$ cat src/rtl/ssd_mux_rx_pkg.sv
// Shared definitions for the multiplexed 7-segment receiver: glyph encodings,
// FSM states and the decoder result type.
package ssd_mux_rx_pkg;

  // Segment bit order: {A,B,C,D,E,F,G}, bit 6 = A
  localparam int SEG_W = 7;

  localparam logic [SEG_W-1:0] SSD_GLYPH_0 = 7'h7E;
  localparam logic [SEG_W-1:0] SSD_GLYPH_1 = 7'h30;
  localparam logic [SEG_W-1:0] SSD_GLYPH_2 = 7'h6D;
  localparam logic [SEG_W-1:0] SSD_GLYPH_3 = 7'h79;
  localparam logic [SEG_W-1:0] SSD_GLYPH_4 = 7'h33;
  localparam logic [SEG_W-1:0] SSD_GLYPH_5 = 7'h5B;
  localparam logic [SEG_W-1:0] SSD_GLYPH_6 = 7'h5F;
  localparam logic [SEG_W-1:0] SSD_GLYPH_7 = 7'h70;
  localparam logic [SEG_W-1:0] SSD_GLYPH_8 = 7'h7F;
  localparam logic [SEG_W-1:0] SSD_GLYPH_9 = 7'h73;
  localparam logic [SEG_W-1:0] SSD_GLYPH_A = 7'h77;
  localparam logic [SEG_W-1:0] SSD_GLYPH_B = 7'h1F;
  localparam logic [SEG_W-1:0] SSD_GLYPH_C = 7'h4E;
  localparam logic [SEG_W-1:0] SSD_GLYPH_D = 7'h3D;
  localparam logic [SEG_W-1:0] SSD_GLYPH_E = 7'h4F;
  localparam logic [SEG_W-1:0] SSD_GLYPH_F = 7'h47;

  typedef enum logic [1:0] {
    ST_IDLE      = 2'd0,
    ST_SETTLE    = 2'd1,
    ST_SAMPLE    = 2'd2,
    ST_WAIT_EDGE = 2'd3
  } rx_state_t;

  typedef struct packed {
    logic       legal;
    logic [3:0] nib;
  } glyph_dec_t;

  // Counter width for a count range 0..n-1, never zero bits wide
  function automatic int cnt_w(input int n);
    return (n > 1) ? $clog2(n) : 1;
  endfunction

endpackage

$ cat src/rtl/ssd_mux_rx_if.sv
// Receiver-side bundle: the sampled display bus plus the reassembled value/status.
interface ssd_mux_rx_if;
  logic [6:0] seg_in;
  logic       sel_in;
  logic [7:0] value;
  logic       value_valid;
  logic       frame_stb;
  logic       bad_glyph;
  logic       link_lost;

  // master drives the display bus and observes the result
  modport master (
    output seg_in, sel_in,
    input  value, value_valid, frame_stb, bad_glyph, link_lost
  );

  modport slave (
    input  seg_in, sel_in,
    output value, value_valid, frame_stb, bad_glyph, link_lost
  );
endinterface

$ cat src/rtl/ssd_mux_rx_glyph_decode.sv
// Combinational 7-segment glyph -> hex nibble decoder; anything outside the
// sixteen known glyphs (including blank) is flagged illegal.
module ssd_mux_rx_glyph_decode
  import ssd_mux_rx_pkg::*;
(
  input  logic [SEG_W-1:0] seg,
  output glyph_dec_t       dec
);

  always_comb begin
    dec.legal = 1'b1;
    dec.nib   = 4'h0;
    case (seg)
      SSD_GLYPH_0: dec.nib = 4'h0;
      SSD_GLYPH_1: dec.nib = 4'h1;
      SSD_GLYPH_2: dec.nib = 4'h2;
      SSD_GLYPH_3: dec.nib = 4'h3;
      SSD_GLYPH_4: dec.nib = 4'h4;
      SSD_GLYPH_5: dec.nib = 4'h5;
      SSD_GLYPH_6: dec.nib = 4'h6;
      SSD_GLYPH_7: dec.nib = 4'h7;
      SSD_GLYPH_8: dec.nib = 4'h8;
      SSD_GLYPH_9: dec.nib = 4'h9;
      SSD_GLYPH_A: dec.nib = 4'hA;
      SSD_GLYPH_B: dec.nib = 4'hB;
      SSD_GLYPH_C: dec.nib = 4'hC;
      SSD_GLYPH_D: dec.nib = 4'hD;
      SSD_GLYPH_E: dec.nib = 4'hE;
      SSD_GLYPH_F: dec.nib = 4'hF;
      default:     dec.legal = 1'b0;
    endcase
  end

endmodule

$ cat src/rtl/ssd_mux_rx.sv
// Loopback receiver for the 2-digit multiplexed 7-segment bus: samples each digit
// after a settle delay, reassembles {hi,lo} and publishes it once stable.
// Define SSD_RX_SEG_ACTIVE_LOW_EN for a common-anode (active-low) segment bus.
module ssd_mux_rx
  import ssd_mux_rx_pkg::*;
#(
  parameter int SETTLE_CYCLES  = 1000,
  parameter int TIMEOUT_CYCLES = 4_000_000,
  parameter int STABLE_FRAMES  = 2
) (
  input logic         clk,
  input logic         nrst,
  ssd_mux_rx_if.slave bus
);

  localparam int SW  = cnt_w(SETTLE_CYCLES);
  localparam int TW  = cnt_w(TIMEOUT_CYCLES);
  localparam int STW = cnt_w(STABLE_FRAMES + 1);
  localparam logic [SW-1:0]  SETTLE_LAST  = SW'(SETTLE_CYCLES - 1);
  localparam logic [TW-1:0]  TIMEOUT_LAST = TW'(TIMEOUT_CYCLES - 1);
  localparam logic [STW-1:0] STABLE_MAX   = STW'(STABLE_FRAMES);

  // ---- input synchronizers and sel edge detect
  logic [1:0][SEG_W-1:0] seg_sync;
  logic [1:0]            sel_sync;
  logic                  sel_q;
  logic                  sel_edge;
  logic [SEG_W-1:0]      seg_use;

  always_ff @(posedge clk or negedge nrst) begin
    if (!nrst) begin
      seg_sync <= '0;
      sel_sync <= '0;
      sel_q    <= 1'b0;
    end else begin
      seg_sync <= {seg_sync[0], bus.seg_in};
      sel_sync <= {sel_sync[0], bus.sel_in};
      sel_q    <= sel_sync[1];
    end
  end

  assign sel_edge = sel_sync[1] ^ sel_q;

`ifdef SSD_RX_SEG_ACTIVE_LOW_EN
  assign seg_use = ~seg_sync[1];
`else
  assign seg_use = seg_sync[1];
`endif

  glyph_dec_t dec;

  ssd_mux_rx_glyph_decode u_dec (
    .seg (seg_use),
    .dec (dec)
  );

  // ---- FSM
  rx_state_t      state, state_nxt;
  logic [SW-1:0]  scnt;
  logic [TW-1:0]  tcnt;
  logic           settle_done, tmo_hit, sample_en;

  always_ff @(posedge clk or negedge nrst) begin
    if (!nrst) state <= ST_IDLE;
    else       state <= state_nxt;
  end

  // An edge always wins: it restarts settling and reloads the timeout
  always_comb begin
    state_nxt = state;
    case (state)
      ST_IDLE:      if (sel_edge) state_nxt = ST_SETTLE;
      ST_SETTLE: begin
        if      (sel_edge)    state_nxt = ST_SETTLE;
        else if (tmo_hit)     state_nxt = ST_IDLE;
        else if (settle_done) state_nxt = ST_SAMPLE;
      end
      ST_SAMPLE:    state_nxt = sel_edge ? ST_SETTLE : ST_WAIT_EDGE;
      ST_WAIT_EDGE: begin
        if      (sel_edge) state_nxt = ST_SETTLE;
        else if (tmo_hit)  state_nxt = ST_IDLE;
      end
      default:      state_nxt = ST_IDLE;
    endcase
  end

  always_comb begin
    settle_done = 1'b0;
    tmo_hit     = 1'b0;
    sample_en   = 1'b0;
    case (state)
      ST_SETTLE: begin
        settle_done = (scnt == SETTLE_LAST);
        tmo_hit     = (tcnt == TIMEOUT_LAST) && !sel_edge;
      end
      ST_SAMPLE:    sample_en = 1'b1;
      ST_WAIT_EDGE: tmo_hit   = (tcnt == TIMEOUT_LAST) && !sel_edge;
      default:      ;
    endcase
  end

  // ---- settle and timeout counters (saturating, never wrap)
  always_ff @(posedge clk or negedge nrst) begin
    if (!nrst) begin
      scnt <= '0;
      tcnt <= '0;
    end else begin
      if (sel_edge || state != ST_SETTLE) scnt <= '0;
      else if (!settle_done)              scnt <= scnt + 1'b1;

      if (sel_edge)                                    tcnt <= '0;
      else if (state != ST_IDLE && tcnt != TIMEOUT_LAST) tcnt <= tcnt + 1'b1;
    end
  end

  // ---- frame assembly
  logic [3:0]     hi_q, lo_q, hi_n, lo_n;
  logic           have_hi, have_lo, have_hi_n, have_lo_n;
  logic [STW-1:0] stable_cnt, stable_n;
  logic [7:0]     prev_frame, frame;
  logic           frame_done;
  logic [7:0]     value_q;
  logic           valid_q, stb_q, bad_q, lost_q;

  always_comb begin
    hi_n      = hi_q;
    lo_n      = lo_q;
    have_hi_n = have_hi;
    have_lo_n = have_lo;
    if (sel_sync[1]) begin
      hi_n      = dec.nib;
      have_hi_n = 1'b1;
    end else begin
      lo_n      = dec.nib;
      have_lo_n = 1'b1;
    end
    frame      = {hi_n, lo_n};
    frame_done = have_hi_n & have_lo_n;
    // stable_cnt == 0 means there is no previous frame to compare against
    if (stable_cnt != '0 && frame == prev_frame)
      stable_n = (stable_cnt == STABLE_MAX) ? stable_cnt : stable_cnt + 1'b1;
    else
      stable_n = STW'(1);
  end

  always_ff @(posedge clk or negedge nrst) begin
    if (!nrst) begin
      hi_q       <= '0;
      lo_q       <= '0;
      have_hi    <= 1'b0;
      have_lo    <= 1'b0;
      stable_cnt <= '0;
      prev_frame <= '0;
      value_q    <= '0;
      valid_q    <= 1'b0;
      stb_q      <= 1'b0;
      bad_q      <= 1'b0;
      lost_q     <= 1'b0;
    end else begin
      stb_q  <= 1'b0;
      bad_q  <= 1'b0;
      lost_q <= 1'b0;
      if (tmo_hit) begin
        lost_q     <= 1'b1;
        valid_q    <= 1'b0;
        have_hi    <= 1'b0;
        have_lo    <= 1'b0;
        stable_cnt <= '0;
      end else if (sample_en) begin
        if (!dec.legal) begin
          bad_q      <= 1'b1;
          valid_q    <= 1'b0;
          have_hi    <= 1'b0;
          have_lo    <= 1'b0;
          stable_cnt <= '0;
        end else begin
          hi_q <= hi_n;
          lo_q <= lo_n;
          if (frame_done) begin
            have_hi    <= 1'b0;
            have_lo    <= 1'b0;
            prev_frame <= frame;
            stable_cnt <= stable_n;
            if (stable_n == STABLE_MAX) begin
              value_q <= frame;
              valid_q <= 1'b1;
              stb_q   <= 1'b1;
            end
          end else begin
            have_hi <= have_hi_n;
            have_lo <= have_lo_n;
          end
        end
      end
    end
  end

  assign bus.value       = value_q;
  assign bus.value_valid = valid_q;
  assign bus.frame_stb   = stb_q;
  assign bus.bad_glyph   = bad_q;
  assign bus.link_lost   = lost_q;

endmodule

$ cat src/flat_wrapper.sv
// flat-port wrapper written by rule: the top's interface ports become plain ports
module ssd_mux_rx_flat import ssd_mux_rx_pkg::*;
#(
  parameter int SETTLE_CYCLES  = 1000,
  parameter int TIMEOUT_CYCLES = 4_000_000,
  parameter int STABLE_FRAMES  = 2
)
  (clk, nrst, bus_seg_in, bus_sel_in, bus_value, bus_value_valid, bus_frame_stb, bus_bad_glyph, bus_link_lost);
  ssd_mux_rx_if bus_i ();
  input logic clk;
  input logic nrst;
  input wire logic [$bits(bus_i.seg_in)-1:0] bus_seg_in;
  input wire logic [$bits(bus_i.sel_in)-1:0] bus_sel_in;
  output wire logic [$bits(bus_i.value)-1:0] bus_value;
  output wire logic [$bits(bus_i.value_valid)-1:0] bus_value_valid;
  output wire logic [$bits(bus_i.frame_stb)-1:0] bus_frame_stb;
  output wire logic [$bits(bus_i.bad_glyph)-1:0] bus_bad_glyph;
  output wire logic [$bits(bus_i.link_lost)-1:0] bus_link_lost;
  assign bus_i.seg_in = bus_seg_in;
  assign bus_i.sel_in = bus_sel_in;
  assign bus_value = bus_i.value;
  assign bus_value_valid = bus_i.value_valid;
  assign bus_frame_stb = bus_i.frame_stb;
  assign bus_bad_glyph = bus_i.bad_glyph;
  assign bus_link_lost = bus_i.link_lost;
  ssd_mux_rx #(.SETTLE_CYCLES(SETTLE_CYCLES), .TIMEOUT_CYCLES(TIMEOUT_CYCLES), .STABLE_FRAMES(STABLE_FRAMES)) u_core (.clk(clk), .nrst(nrst), .bus(bus_i));
endmodule
$ cat config.mk
export PLATFORM = sky130hd
export DESIGN_NAME = ssd_mux_rx_flat
export DESIGN_NICKNAME = d
export VERILOG_FILES = /design/src/rtl/ssd_mux_rx_pkg.sv /design/src/rtl/ssd_mux_rx_if.sv /design/src/rtl/ssd_mux_rx_glyph_decode.sv /design/src/rtl/ssd_mux_rx.sv /design/src/flat_wrapper.sv
export SDC_FILE = /design/constraint.sdc
export NUM_CORES = 1
export LEC_CHECK = 0
export CAP_MARGIN = 20
export CORE_MARGIN = 2
export CORE_UTILIZATION = 35
export DETAILED_ROUTE_END_ITERATION = 10
export GPL_ROUTABILITY_DRIVEN = 0
export PLACE_DENSITY = 0.57
export SLEW_MARGIN = 30
export SYNTH_ARGS = -nofsm -noshare
export SYNTH_HDL_FRONTEND = slang
export SYNTH_SLANG_ARGS = --single-unit
export TNS_END_PERCENT = 5
$ cat constraint.sdc
create_clock -name clk -period 3.3 [get_ports clk]
set_clock_uncertainty 0.15 [all_clocks]
set_input_delay 0.66 -clock clk [delete_from_list [all_inputs] [get_ports clk]]
set_output_delay 0.66 -clock clk [all_outputs]
set_load 0.005 [all_outputs]
==> run_results.csv <==
group,metric,value,unit
final_layout,final_nets,445,
cts,ctsHoldBuffers,0,
synth,synth.distinct_cells,58,
global_routing,grt-ovfl-total,0,
synth,seq_area_frac_synth,0.4916,
sta,rsz0062_at_grt,"false",
sta,slew_violations,0,
final_layout,area_delta_synth_final,16.97,%
sta,hold_viol_final,0,
synth,synth.area.top_cells,"dfrtp_1, mux2_2, nor2_1",
floorplanning,coreArea,0.01191,sq mm
global_routing,grt_use_met3,0.03826,
synth,ys_warn_count,0,
global_routing,grt_max_degree,84,
worst_setup_path,end_kind,"flip-flop",
sta,timing.final.crit_period,3150,ps
worst_setup_path,critPathLaunchType,"flip-flop",
placement,port_buffers,21,
floorplanning,io_pins,22,
cts,clock_latency,340,ps
final_layout,num_antenna_cells,0,
status,status,"complete, no violations",
sta,slew_headroom,0.4109,
power_and_ir_drop,vdd_ir_drop_max,266.4,uV
global_routing,grt_pass1_vias,2966,
worst_setup_path,crit_path_max_fanout,19,
power_and_ir_drop,p_leak,2.142,nW
sta,period_share,0.9546,
synth,syn_area_per_cell,10.43,sq um
floorplanning,dieWidth,113.9,microns
cts,cts-resized-gates,0,
floorplanning,initial_core_util,0.3547,
synth,async_reset_ff_frac,1.000,
sta,setup_tns,0,ps
synth,yosysTopAreaCell,"dfrtp_1",
synth,synth.most_common_cell,"dfrtp_1",
worst_setup_path,r2r-end,"u_core.bus.value[7]",
cts,htreeDepth,3,
sta,setup_viol,0,
routing,drc,0,
power_and_ir_drop,power.density,455.2,mW/mm^2
routing,dr_total_vias,3041,
cts,cts_tree,"yes",
floorplanning,die_h,113.9,microns
routing,viasPerCell,5.207,
placement,place_area,0.004629,sq mm
global_routing,grt_pass1_wl,14610,microns
worst_setup_path,r2r_slack,150,ps
synth,syn_nets,418,
floorplanning,die-area,0.01297,sq mm
sta,fmax,317.4,MHz
worst_setup_path,reg2reg_depth,8,
synth,synth-edff-count,0,
global_routing,busiest_layer,"met2",
global_routing,use_met2,0.2287,
synth,synth_ff_type,"dfrtp_1",
worst_setup_path,rr_startpoint,"u_core.seg_use[3]",
cts,clkTransAtPathRegs,60,ps
floorplanning,num_rows,40,
synth,yosys_register_bits,83,
cts,numCtsBuffers,9,
placement,hpwl,5810,microns
worst_setup_path,cp.arrival,3220,ps
worst_setup_path,critical_path_class,"reg2reg",
final_layout,final_cell_area,0.004942,sq mm
final_layout,drive_gt1_frac,0.1465,
sta,tightest_slew,880.4,ps
synth,synth_top_cells_by_count,"dfrtp_1, nor2_1, nand2_1",
global_routing,antenna_found_initial,0,
hold_path,hp-class,"in2async",
cts,clock_sinks,83,
routing,wl,8444,microns
routing,first_pass_iters,4,
global_routing,grtUsageMet1,0.1843,
synth,synth_top_area_share,0.4916,
global_routing,grtUsageTotal,0.1410,
worst_setup_path,cp.required,3370,ps
routing,drt_first_iter_violations,151,
synth,syn_area,0.004225,sq mm
cts,cts_setup_buffers,0,
synth,syn-instance-count,405,
cts,cts_root_buf,"clkbuf_16",
flow_run,drv_cap,0,
routing,wl_per_cell,14.46,microns
cts,cts_buffer_depth,2,
routing,drtAntennaViolNets,0,
where the power goes:
part / switching, mW / total (mW) / leakage [nW] / internal, mW
clock network: 0.423 / 1.04 / 0.146 / 0.613
logic: 0.0925 / 0.151 / 0.887 / 0.0586
registers: 0.0218 / 1.06 / 1.11 / 1.04
total: 0.537 / 2.25 / 2.14 / 1.71
cells by family after synthesis:
kind of cell             count (synthesis)  synth area share
AO/OA/AOI/OAI                           60            0.1025
flip-flops                              83            0.4916
AND/OR/NAND/NOR                        165            0.2079
buffers and inverters                   29           0.03169
XOR/XNOR                                36           0.07462
multiplexers                            29           0.08291
adder cells (fa/ha/maj)                  3          0.008885
worst max-delay path by stage:
stage / startpoint / to / slack [ps] / cells after the start
3_5_place_dp: u_core.seg_use[2] / u_core.bus.value[7] / 120 / 8
5_1_grt: u_core.seg_use[3] / u_core.bus.value[7] / 8 / 8
4_1_cts: u_core.seg_use[2] / u_core.bus.value[7] / 100 / 8
3_3_place_gp: u_core.seg_use[1] / u_core.bus.value[0] / 160 / 8
6_report: u_core.seg_use[3] / u_core.bus.value[7] / 150 / 8
2_1_floorplan: u_core.seg_use[1] / u_core.bus.value[0] / 460 / 8
placed cells by master (no fill, tap or decap), types with 3 or more instances in the layout:
master / Yosys / routed
nor3_1: 10 / 10
o21ai_0: 7 / 7
nor4_1: 5 / 5
a21oi_1: 17 / 17
xnor2_1: 19 / 19
xor2_1: 17 / 17
clkbuf_16: 0 / 9
nand2_1: 30 / 30
nand3_1: 17 / 17
o22a_1: 3 / 3
buf_4: 0 / 14
dfrtp_1: 83 / 82
mux2i_1: 5 / 5
a21boi_0: 3 / 3
and4b_1: 5 / 5
and3_1: 9 / 9
mux2_2: 16 / 16
nor4bb_1: 4 / 4
nor2_1: 47 / 47
or3_1: 5 / 5
clkdlybuf4s50_1: 0 / 20
inv_1: 10 / 10
and2_1: 3 / 3
ha_1: 3 / 3
nand4_1: 8 / 8
and4_1: 4 / 4
mux2_4: 8 / 8
a31oi_1: 4 / 4
a211oi_1: 4 / 4
nor4b_1: 3 / 3
per-layer routing:
metal | part of all wire | routed length (microns)
met4 | 0.012 | 99
met2 | 0.48 | 4034
met1 | 0.48 | 4054
met5 | 0 | 0
met3 | 0.030 | 255
worst max-delay path, stage by stage (launching register included):
cell and delay [ps]:
dfrtp_1 560, or3b_1 440, a211o_1 290, a22oi_4 230
mux2i_1 140, a2111oi_0 460, and4_1 270, buf_4 180
mux2_4 310
area by class of cell:
cell class / count / area, sq um
Fill cell: 1166 / 6969
Sequential cell: 83 / 2078
Multi-Input combinational cell: 293 / 2016
Timing Repair Buffer: 35 / 316.6
Clock buffer: 10 / 239.0
Tap cell: 147 / 183.9
Clock inverter: 6 / 71.32
Inverter: 10 / 37.54
flip-flops by register name, summed over array words and instances (netlist names), 2 cells and up:
name               flops
u_core.tcnt           22
u_core.lo_q            4
u_core.bus.value       8
u_core.state           2
u_core.scnt           10
u_core.seg_sync        7
u_core.hi_q            4
u_core.seg_use         7
u_core.sel_sync        2
u_core.stable_cnt      2
u_core.prev_frame      8
through the flow:
| stage | worst slack (ps) | total power [mW] | instances | hold WS, ps | util |
|---|---|---|---|---|---|
| after global placement | 161.3 | 1.231 | 568 | 183.5 | 0.3883 |
| after floorplan | 457.9 | 1.173 | 405 | 181.2 | - |
| after CTS | 102.0 | 2.288 | 584 | 199.5 | 0.4147 |
| after global routing | 8.493 | 2.350 | 584 | 207.2 | 0.4149 |
| final | 149.8 | 2.250 | 584 | 196.5 | 0.4149 |
| after detailed placement | 118.1 | 1.235 | 568 | 185.6 | 0.3887 |
(Power assumes the default switching activity.)
